--- config.mk ---
export PLATFORM = sky130hd
export DESIGN_NAME = analog_status_monitor
export DESIGN_NICKNAME = d
export VERILOG_FILES = /design/src/rtl/analog_status_monitor.sv
export SDC_FILE = /design/constraint.sdc
export NUM_CORES = 1
export LEC_CHECK = 0
export ABC_AREA = 0
export CORE_UTILIZATION = 40
export DETAILED_ROUTE_END_ITERATION = 7
export PLACE_DENSITY = 0.58
export SETUP_SLACK_MARGIN = 0.2
export SLEW_MARGIN = 10
export SYNTH_ARGS = -nofsm -noshare
export SYNTH_HDL_FRONTEND = slang
export SYNTH_SLANG_ARGS = --single-unit
--- constraint.sdc ---
create_clock -name clk_in -period 1.64 [get_ports clk_in]
set_input_delay 0.164 -clock clk_in [delete_from_list [all_inputs] [get_ports clk_in]]
set_output_delay 0.164 -clock clk_in [all_outputs]
set_load 0.01 [all_outputs]
--- src/rtl/analog_status_monitor.sv ---
// APB-readable status block: synchronises N_CH analog status words, flags per-bit
// changes in sticky W1C registers and drives a masked, globally enabled level interrupt.
module analog_status_monitor #(
   parameter int N_CH       = 4,
   parameter int DATA_W     = 32,
   parameter int SYNC_DEPTH = 2
) (
   input  logic                     clk_in,
   input  logic                     reset_n,
   input  logic [11:0]              PADDR,
   input  logic                     PENABLE,
   input  logic                     PSEL,
   input  logic [3:0]               PSTRB,
   input  logic [31:0]              PWDATA,
   input  logic                     PWRITE,
   output logic [31:0]              PRDATA,
   output logic                     PREADY,
   output logic                     PSLVERR,
   input  logic [N_CH*DATA_W-1:0]   status_in,
   output logic                     irq
);

   localparam int W = N_CH * DATA_W;

   // APB handshake: an access is accepted on the edge where PSEL & PENABLE & ~PREADY;
   // that same edge raises PREADY for exactly one cycle with PRDATA/PSLVERR valid.

   logic [W-1:0]  sync_q [SYNC_DEPTH];
   logic [W-1:0]  sync_d [SYNC_DEPTH];
   logic [W-1:0]  prev_q, prev_d;
   logic [W-1:0]  sticky_q, sticky_d;
   logic [W-1:0]  mask_q, mask_d;
   logic          ctrl_q, ctrl_d;
   logic          irq_q, irq_d;
   logic [31:0]   prdata_q, prdata_d;
   logic          pready_q, pready_d;
   logic          pslverr_q, pslverr_d;

   logic [W-1:0]  sync_w;
   logic [W-1:0]  chg;
   logic [W-1:0]  w1c;
   logic [31:0]   irq_stat;
   logic [31:0]   sel_sync, sel_sticky, sel_mask;
   logic [31:0]   rdata;
   logic [1:0]    region;
   logic [5:0]    idx;
   logic          access, chan_ok, mapped, read_only, err, wr_ok;

   assign sync_w = sync_q[SYNC_DEPTH-1];
   assign chg    = sync_w ^ prev_q;

   always_comb begin
      sync_d[0] = status_in;
      for (int i = 1; i < SYNC_DEPTH; i++) begin
         sync_d[i] = sync_q[i-1];
      end
   end

   // Address decode and read mux
   always_comb begin
      access    = PSEL & PENABLE & ~pready_q;
      region    = PADDR[9:8];
      idx       = PADDR[7:2];
      chan_ok   = (PADDR[11:10] == 2'b00) && (idx < 6'(N_CH));
      sel_sync   = '0;
      sel_sticky = '0;
      sel_mask   = '0;
      irq_stat   = '0;
      for (int k = 0; k < N_CH; k++) begin
         if (idx == 6'(k)) begin
            sel_sync[DATA_W-1:0]   = sync_w[k*DATA_W +: DATA_W];
            sel_sticky[DATA_W-1:0] = sticky_q[k*DATA_W +: DATA_W];
            sel_mask[DATA_W-1:0]   = mask_q[k*DATA_W +: DATA_W];
         end
         irq_stat[k] = |(sticky_q[k*DATA_W +: DATA_W] & mask_q[k*DATA_W +: DATA_W]);
      end
      mapped    = 1'b0;
      read_only = 1'b0;
      rdata     = '0;
      case (region)
         2'd0: begin
            mapped    = chan_ok;
            read_only = 1'b1;
            rdata     = sel_sync;
         end
         2'd1: begin
            mapped = chan_ok;
            rdata  = sel_sticky;
         end
         2'd2: begin
            mapped = chan_ok;
            rdata  = sel_mask;
         end
         default: begin
            mapped    = (PADDR[11:10] == 2'b00) && (idx == 6'd0 || idx == 6'd1);
            read_only = (idx == 6'd0);
            rdata     = (idx == 6'd0) ? irq_stat : {31'b0, ctrl_q};
         end
      endcase
      err   = ~mapped | (PADDR[1:0] != 2'b00) | (PWRITE & (read_only | (PSTRB != 4'hF)));
      wr_ok = access & PWRITE & ~err;
   end

   // Register side effects and next state
   always_comb begin
      w1c    = '0;
      mask_d = mask_q;
      ctrl_d = ctrl_q;
      if (wr_ok) begin
         for (int k = 0; k < N_CH; k++) begin
            if (idx == 6'(k)) begin
               if (region == 2'd1) w1c[k*DATA_W +: DATA_W]    = PWDATA[DATA_W-1:0];
               if (region == 2'd2) mask_d[k*DATA_W +: DATA_W] = PWDATA[DATA_W-1:0];
            end
         end
         if (region == 2'd3 && idx == 6'd1) ctrl_d = PWDATA[0];
      end
      prev_d   = sync_w;
      // A fresh change wins over a simultaneous clear of the same bit
      sticky_d = (sticky_q & ~w1c) | chg;
      irq_d    = ctrl_q & (|irq_stat);

      pready_d  = 1'b0;
      pslverr_d = 1'b0;
      prdata_d  = prdata_q;
      if (access) begin
         pready_d  = 1'b1;
         pslverr_d = err;
         if (err)          prdata_d = '0;
         else if (!PWRITE) prdata_d = rdata;
      end
   end

   always_ff @(posedge clk_in or negedge reset_n) begin
      if (!reset_n) begin
         for (int i = 0; i < SYNC_DEPTH; i++) sync_q[i] <= '0;
         prev_q    <= '0;
         sticky_q  <= '0;
         mask_q    <= '1;
         ctrl_q    <= 1'b0;
         irq_q     <= 1'b0;
         prdata_q  <= '0;
         pready_q  <= 1'b0;
         pslverr_q <= 1'b0;
      end else begin
         for (int i = 0; i < SYNC_DEPTH; i++) sync_q[i] <= sync_d[i];
         prev_q    <= prev_d;
         sticky_q  <= sticky_d;
         mask_q    <= mask_d;
         ctrl_q    <= ctrl_d;
         irq_q     <= irq_d;
         prdata_q  <= prdata_d;
         pready_q  <= pready_d;
         pslverr_q <= pslverr_d;
      end
   end

   assign PRDATA  = prdata_q;
   assign PREADY  = pready_q;
   assign PSLVERR = pslverr_q;
   assign irq     = irq_q;

endmodule

==> Word-level counts from Yosys, hierarchy flattened <==
Index checks and enable logic that the tools add are counted.
{ "op_classes": {"add_sub_neg": 0, "multipliers": 0, "div_mod_pow": 0, "magnitude_cmp": 1, "n_eq_ne": 8, "shifts": 0, "muxes": 26, "n_bitwise": 20, "n_reduce_logical": 21} }
{ "ops": {"columns": ["cell", "count"], "rows": [
  ["$mux 32", 19],
  ["$and 128x128->128", 1],
  ["$and 32x32->32", 4],
  ["$mux 128", 1],
  ["$not 128->128", 1],
  ["$or 128x128->128", 1],
  ["$reduce_or 128->1", 1],
  ["$reduce_or 32->1", 4],
  ["$xor 128x128->128", 1],
  ["$pmux 32 s3", 1],
  ["$eq 6x2->1 const B", 2],
  ["$reduce_and 3->1", 4],
  ["$and 1x1->1", 6],
  ["$eq 6x1->1 const B", 1],
  ["$logic_not 6->1", 1],
  ["$lt 6x3->1 const B", 1],
  ["$eq 2x2->1 const B", 2],
  ["$logic_not 2->1", 2],
  ["$mux 4", 1],
  ["$ne 4x4->1 const B", 1],
  ["$reduce_and 2->1", 2],
  ["$logic_and 1x1->1", 3],
  ["$mux 1", 3],
  ["$not 1->1", 3],
  ["8 further kinds", 10]
]} }
{ "totals": {"ff_bits": 676, "latchBits": 0, "ram_bits": 0, "romBits": 0, "input_bits": 181, "output_inout_bits": 35, "elab_cells": 89, "n_memories": 0} }

==> Depth between registers and ports, before layout <==
Gate-level depths: netlist of run 1.
{ "depth": {"ltp_word": 13, "ltp_mapped": 8, "ltp_nobuf": 5} }

==> Worst setup path before layout of run 1 <==
No wires, ideal clock.
{ "synth_timing": {"kind": "input -> register", "from": "input port PADDR[7]", "to": "register mask_q[33]", "setup_ns": 0.082, "t_arrival_ns": 1.908, "required_ns": 1.558, "slack_ns": -0.350, "cell_stages": 7, "n_path_buf": 2, "path_cell_list": "or4_1 buf_2 nor3_4 nand3_2 nor2_4 buf_6 mux2_2"} }
{ "synth_via": {"elab_chain_len": 10, "word_cells_on_any_way": 16, "cone_classes": "order compare: 1; eq/ne: 1; mux: 2; bitwise: 7; reduce/logical: 5"} }
{ "synth_lines": {"columns": ["element", "line_no", "source"], "rows": [
  ["start, declared", "10", "input logic [11:0] PADDR,"],
  ["parallel branches: the longest is 9 deep, another holds $lt 6x3->1", null, null],
  ["$reduce_and 3->1 (no line) (*)", null, null],
  ["end signal, assigned", "149", "mask_q <= mask_d;"],
  ["end, declared", "32", "logic [W-1:0] mask_q, mask_d;"]
]} }
Mark *: on every way between the ends.
A chain may end at the register's enable or synchronous reset.

==> Worst setup path in the final report of run 1 <==
{ "layout_timing": {"from": "register pready_q, in the netlist PREADY", "to": "register mask_q[18]"} }
{ "layout_via": {"elab_chain_len": 5} }
{ "layout_lines": {"columns": ["element", "line_no", "source"], "rows": [
  ["start, declared", "36", "logic pready_q, pready_d;"],
  ["start signal, assigned", "153", "pready_q <= pready_d;"],
  ["$not 1->1", "61", "access = PSEL & PENABLE & ~pready_q;"],
  ["$and 1x1->1", "61", null],
  ["$and 1x1->1 (2 in series)", "101", "wr_ok = access & PWRITE & ~err;"],
  ["$reduce_and 3->1 (no line)", null, null]
]} }
No other way between the ends.

==> results of run 1 <==
[cell usage in the layout (no fill, tap or decap), types with 6 or more instances in the layout]
cell             netlist  final
dlymetal6s2s_1         0     37
clkinv_2               0     11
o21ai_2                0    125
a22oi_1               64     39
clkdlybuf4s50_1        0    174
a221oi_2               0      8
dfrtp_2                0      9
buf_6                 12     15
dfrtp_1              548    539
mux2_4                30     90
dlygate4sd3_1          0    118
mux2i_1              184    184
buf_12                 0     60
nor3_1                28     23
nor2_1                 9      6
nand4_1               18     18
buf_4                  1    140
dfstp_2              128    128
clkbuf_1              45     17
a22oi_2                0     25
bufinv_16              0      8
nand2_1              198    196
mux2_2                97     38
clkbuf_8               0     11
xnor2_1              128    128
o21ai_0              156      6
clkbuf_16              0     96
o21ai_1                3     25
buf_8                  0      7
a221oi_1              90     82
[sequential cells by signal, indices dropped and copies added (netlist names)]
register	count
mask_q	128
prev_d	128
prev_q	128
sticky_q	128
sync_d	128
PRDATA	32
PREADY	1
PSLVERR	1
ctrl_q	1
irq	1
[worst max-delay path, cell delays in order (launching register included)]
cell and delay, ns:
dfrtp_1 0.39, nand3b_1 0.31, nor3_4 0.29, nand3_2 0.16
nor2_4 0.18, buf_12 0.16, clkbuf_16 0.18, mux2_4 0.30
[cell type report]
class / count / area, sq um / area share, %
Antenna cell: 1 / 2.502 / 0.006888
Clock buffer: 105 / 2142 / 5.897
Tap cell: 846 / 1059 / 2.914
Multi-Input combinational cell: 1055 / 9139 / 25.16
Timing Repair Buffer: 574 / 6475 / 17.82
Inverter: 5 / 18.77 / 0.05166
Clock inverter: 29 / 404.1 / 1.112
Sequential cell: 676 / 17090 / 47.04
[logic make-up (layout without fill, tap and decap cells)]
family	after synthesis	count (layout)	share of synthesized area [%]
DFF	676	676	66.61
AOI/OAI and AO/OA	331	331	8.693
muxes	317	317	13.64
and+or+nand+nor	279	279	4.842
xor gates and xnor gates	128	128	4.373
buffers and inverters	92	713	1.835
other	0	1	0
[worst paths after layout]
path | start | end | slack (ns)
max | PREADY | mask_q[18] | -0.39
min | status_in[118] | sync_d[118] | 0.01
max reg2reg | PREADY | mask_q[18] | -0.39
min reg2reg | sync_d[80] | prev_d[80] | 0.34
max in group asynchronous | reset_n | mask_q[118] | 0.74
min in group asynchronous | reset_n | sync_d[29] | 0.04
[metrics by stage]
step,hold WS [ns],setup slack (ns),total power (uW),instances
floorplan,-0.1316,-0.2620,18390,1823
global placement,0.08536,-1.044,19790,2984
detailed placement,0.08276,-1.035,19820,2984
CTS,0.0008666,-0.3658,37400,3237
global route,0.003218,-0.4347,38410,3291
finish,0.01217,-0.3888,37120,3291
[what timing repair did]
item | CTS | global route
hold buffers | 118 | 0
buffers inserted | 1 | 24
gates cloned | 0 | 29
pin swaps | 0 | 78
setup endpoints to repair | 325 | 325
endpoints found under the hold margin | 549 | 0
resized for setup | 37 | 478
[power groups by stage]
stage	Sequential, uW	Clock, uW	Combinational (uW)
floorplan	17700	0	708
global placement	17800	0	2040
detailed placement	17800	0	2050
CTS	17500	17600	2290
global route	17500	18300	2570
finish	17500	17300	2390
[per-layer routing]
metal	up-vias	wire length, microns	track usage, %
li1	7687	-	-
met1	9321	35390	33.10
met2	621	40340	39.09
met3	174	5116	4.007
met4	0	3185	7.032
met5	-	0	0
==> metrics.cfg, run 1 <==
[run_status]
status = complete, but fails checks
violations = setup timing

[worst_hold_path]
hold_depth = 1
min_path_type = primary input to register

[critical_path]
crit_type = register to register
required_ns = 2.19
arrival_ns = 2.58
r2r_cells = 7
startpoint_type = register
worstPathMaxFanout = 7
cp-end-kind = register

[synthesis]
synth.top_cells.by_count = dfrtp_1, nand2_1, mux2i_1
synthFlopType = dfrtp_1
synth_edf_count = 0
synth_area_sq_um = 25630
synth.area.top_cells = dfrtp_1, dfstp_2, mux2i_1
synth_top_area_cell = dfrtp_1
avgSynthCellArea_sq_um = 14.06
ys_types = 51
synth.top_cell.area_share_pct = 53.49
synthMostInstantiatedCell = dfrtp_1
ys_seq_elements = 676
yosys_warnings = 0
synth.net_count = 2004
synth-seq-area-share_pct = 66.61
synthArstFlopShare_pct = 100.0
postSynthCellCount = 1823

[global_routing]
grt_usage_pct = 24.03
first_global_vias = 18022
grt-ovfl-total = 0
grt_max_degree = 87
grt_pass1_wl_microns = 114900
antenna_found_initial = 1

[clocking]
ctsLongestPathBuffers = 3
tritoncts = done
clkTransAtPathRegs_ns = 0.06
insertion_delay_ns = 0.63
cts_buffers = 75
clkSinkCount = 676
clock-root-buffer = clkbuf_16
htree_levels = 3

[floorplanning]
io_pins = 216
coreArea_sq_um = 63200
die_area_sq_um = 65100
chipWidth_microns = 255.2
start_util_pct = 40.56
die_y_microns = 255.2
rows = 92

[place]
dp_hpwl_microns = 54810
gp_congestion = 0.9097
place_area_sq_um = 30410
port-buffer-count = 215

[timing]
setup_ws_ns = -0.3888
maxSlewHeadroom_pct = 61.14
finalHoldViolCount = 0
skew_ns = 0.02238
fin_setup_tns_ns = -83.34
tightest_slew_ns = 0.5829
post-route-min-period_ns = 2.029
drv_slew = 0
setup_violations = 290
fmax_mhz = 492.9
rsz0062_at_grt = true
finalCritPeriodShare_pct = 123.7

[cells_and_area]
utilization_pct = 57.48
drive_above_1_share_pct = 33.76
final_cell_area_sq_um = 36330
fillers = 4991
syn_to_final_growth_pct = 41.71
layout.nets = 2568

[detailed_routing]
drt_iter0_drc = 1440
vias = 17803
detail-route-antenna-nets = 0
viasPerCell = 5.410
first_pass_iters = 6
wire_per_inst_microns = 25.53
route.detailed.drc = 0
drt_wl_total_microns = 84030

[run]
max_cap_viol_count = 0

[pwr]
clkPwrFrac_pct = 46.5
combPwrFrac_pct = 6.4
powerDensity_nw_per_um2 = 1022
p_sw_uw = 8270
p_int_uw = 28850
switching_share_pct = 22.28
power_leakage_uw = 0.01564
ir_worst_vdd_mv = 0.6873
p_seq_share_pct = 47.1

No activity file was read; power rests on OpenSTA's default activity.
==> run 2: changes to the inputs <==
--- a/config.mk
+++ b/config.mk
@@ -7,6 +7,7 @@
 export LEC_CHECK = 0
 export ABC_AREA = 0
 export CORE_UTILIZATION = 40
+export CTS_CLUSTER_DIAMETER = 30
 export DETAILED_ROUTE_END_ITERATION = 7
 export PLACE_DENSITY = 0.58
 export SETUP_SLACK_MARGIN = 0.2
==> run 2 against run 1 <==
The run still ends with setup timing left. Clock-buffer cell count is 79 higher. Routed wire length is 1.3% higher. Worst hold slack better by 0.14 ns. Highest routed layer is now met5. Combinational power hardly changed. Clock skew is 0.0042 ns higher. Critical path type unchanged. Sequential power hardly changed. Via count is 2.8% higher. Register-to-register slack worse by 0.04 ns.
==> metrics.cfg, run 2 (synthesis results as in run 1) <==
[run_status]
status = complete, but fails checks
violations = setup timing

[global_routing]
first_global_vias = 18981
grt_max_degree = 87
grt_usage_pct = 24.89
grt_pass1_wl_microns = 118700
grt-ovfl-total = 0
antenna_found_initial = 3

[clocking]
insertion_delay_ns = 0.73
tritoncts = done
clkTransAtPathRegs_ns = 0.04
clock-root-buffer = clkbuf_16
ctsLongestPathBuffers = 3
htree_levels = 4
clkSinkCount = 676
cts_buffers = 141

[timing]
hold_slack_ns = 0.1543
skew_ns = 0.02662
finalHoldViolCount = 0
setup_ws_ns = -0.4334
tightest_slew_ns = 0.5811
drv_slew = 0
fmax_mhz = 482.3
post-route-min-period_ns = 2.073
finalCritPeriodShare_pct = 126.4
setup_violations = 290
maxSlewHeadroom_pct = 61.26
rsz0062_at_grt = true

[detailed_routing]
wire_per_inst_microns = 24.85
first_pass_iters = 5
route.detailed.drc = 0
drt_iter0_drc = 1369
detail-route-antenna-nets = 0
vias = 18299
drt_wl_total_microns = 85130
viasPerCell = 5.341

[cells_and_area]
layout.nets = 2643
layout_common_cells = dfrtp_1, nand2_1, mux2i_1
syn_to_final_growth_pct = 49.76
layout_commonest_cell = dfrtp_1
multi_input_area_sq_um = 9062
drive_above_1_share_pct = 37.15
fillers = 4764
seq_area_sq_um = 17090
utilization_pct = 60.75

[pwr]
p_int_uw = 38330
power_leakage_uw = 0.01618
p_total_uw = 49210
switching_share_pct = 22.12
p_seq_share_pct = 35.6
ir_worst_vdd_mv = 0.8890
clkPwrFrac_pct = 59.6
p_sw_uw = 10890
combPwrFrac_pct = 4.8
powerDensity_nw_per_um2 = 1282

[floorplanning]
start_util_pct = 40.56
die_area_sq_um = 65100
chipWidth_microns = 255.2
rows = 92
io_pins = 216
coreArea_sq_um = 63200
die_y_microns = 255.2

[critical_path]
critical_path.top_delay_family = simple AND/OR/NAND/NOR gates
crit_type = register to register
startpoint_type = register
crit_chain = nand3b_1, nor3_4, nand3_2, nor2_4, buf_12, clkbuf_16, mux2_4
worstPathMaxFanout = 8
arrival_ns = 2.70
critical-path-max-stage-delay_ns = 0.38
crit_buf_inv = 2
crit_path_top_delay_cell = dfrtp_1
required_ns = 2.27
cp-end-kind = register

[place]
place_ws_ns = -1.035
gp_congestion = 0.9097
dp_hpwl_microns = 54810
port-buffer-count = 215

[run]
max_cap_viol_count = 0

[worst_hold_path]
min_path_type = primary input to register

-- run 2: changes by cell type in the layout (fill, tap and decap cells not counted), moves of 10 or more --
| cell | change |
|---|---|
| clkbuf_16 | +62 |
| dlymetal6s2s_1 | -36 |
| clkbuf_2 | +16 |
| buf_2 | +14 |
| o21ai_2 | -14 |
| dlygate4sd3_1 | +12 |
| clkinvlp_4 | +11 |
| clkbuf_8 | +10 |
-- run 2: final timing paths --
| check | startpoint | to | slack, ns | cells past startpoint |
|---|---|---|---|---|
| min in group asynchronous | reset_n | mask_q[93] | 0.26 | 2 |
| setup reg to reg | PREADY | mask_q[45] | -0.43 | 7 |
| max in group asynchronous | reset_n | sticky_q[30] | 0.74 | 3 |
| setup / recovery | PREADY | mask_q[45] | -0.43 | 7 |
| hold / removal | PADDR[2] | PRDATA[30] | 0.15 | 6 |
| hold reg to reg | sync_d[80] | prev_d[80] | 0.34 | 0 |
-- run 2: final cells by class --
cell class                 count  share of cell area [%]
sequential                   676                   44.51
multi-input combinational   1055                   23.61
tap                          846                   2.757
timing repair buffer         583                   16.07
clock inverter                76                   2.620
inverter                       5                 0.04889
clock buffer                 184                   10.38
antenna                        1                0.006518
-- run 2: what timing repair did --
item	4_1_cts	5_1_grt
hold buffers	130	0
buffers inserted	4	26
pin swaps	0	78
resized for setup	99	442
setup endpoints to repair	325	325
hold endpoints to repair	740	0
gates cloned	0	21
-- run 2: per-layer routing --
layer	global-route usage, %	routed length [microns]	vias up
met1	32.98	35460	9538
met5	0	17	-
met4	9.598	3380	2
met2	39.96	40760	691
met3	5.451	5509	171
li1	-	-	7897
-- run 2: worst reg2reg max path, cell delays in order (launching register included) --
cell,delay [ns]
dfrtp_1,0.38
nand3b_1,0.31
nor3_4,0.30
nand3_2,0.17
nor2_4,0.18
buf_12,0.14
clkbuf_16,0.20
mux2_4,0.32
-- run 2: per-stage QoR --
stage	instances	cell area [sq um]	TNS, ns
after floorplan	1823	25710	-41.37
after global placement	2984	30410	-205.55
after detailed placement	2984	30410	-205.81
after CTS	3378	36720	-79.77
after global routing	3426	38390	-98.14
final	3426	38390	-81.04
-- run 2: power groups by stage --
stage	logic, uW	clock network (uW)	registers, uW
floorplan	708	0	17700
global placement	2040	0	17800
detailed placement	2050	0	17800
CTS	2320	29800	17500
global route	2540	30700	17600
finish	2360	29300	17500
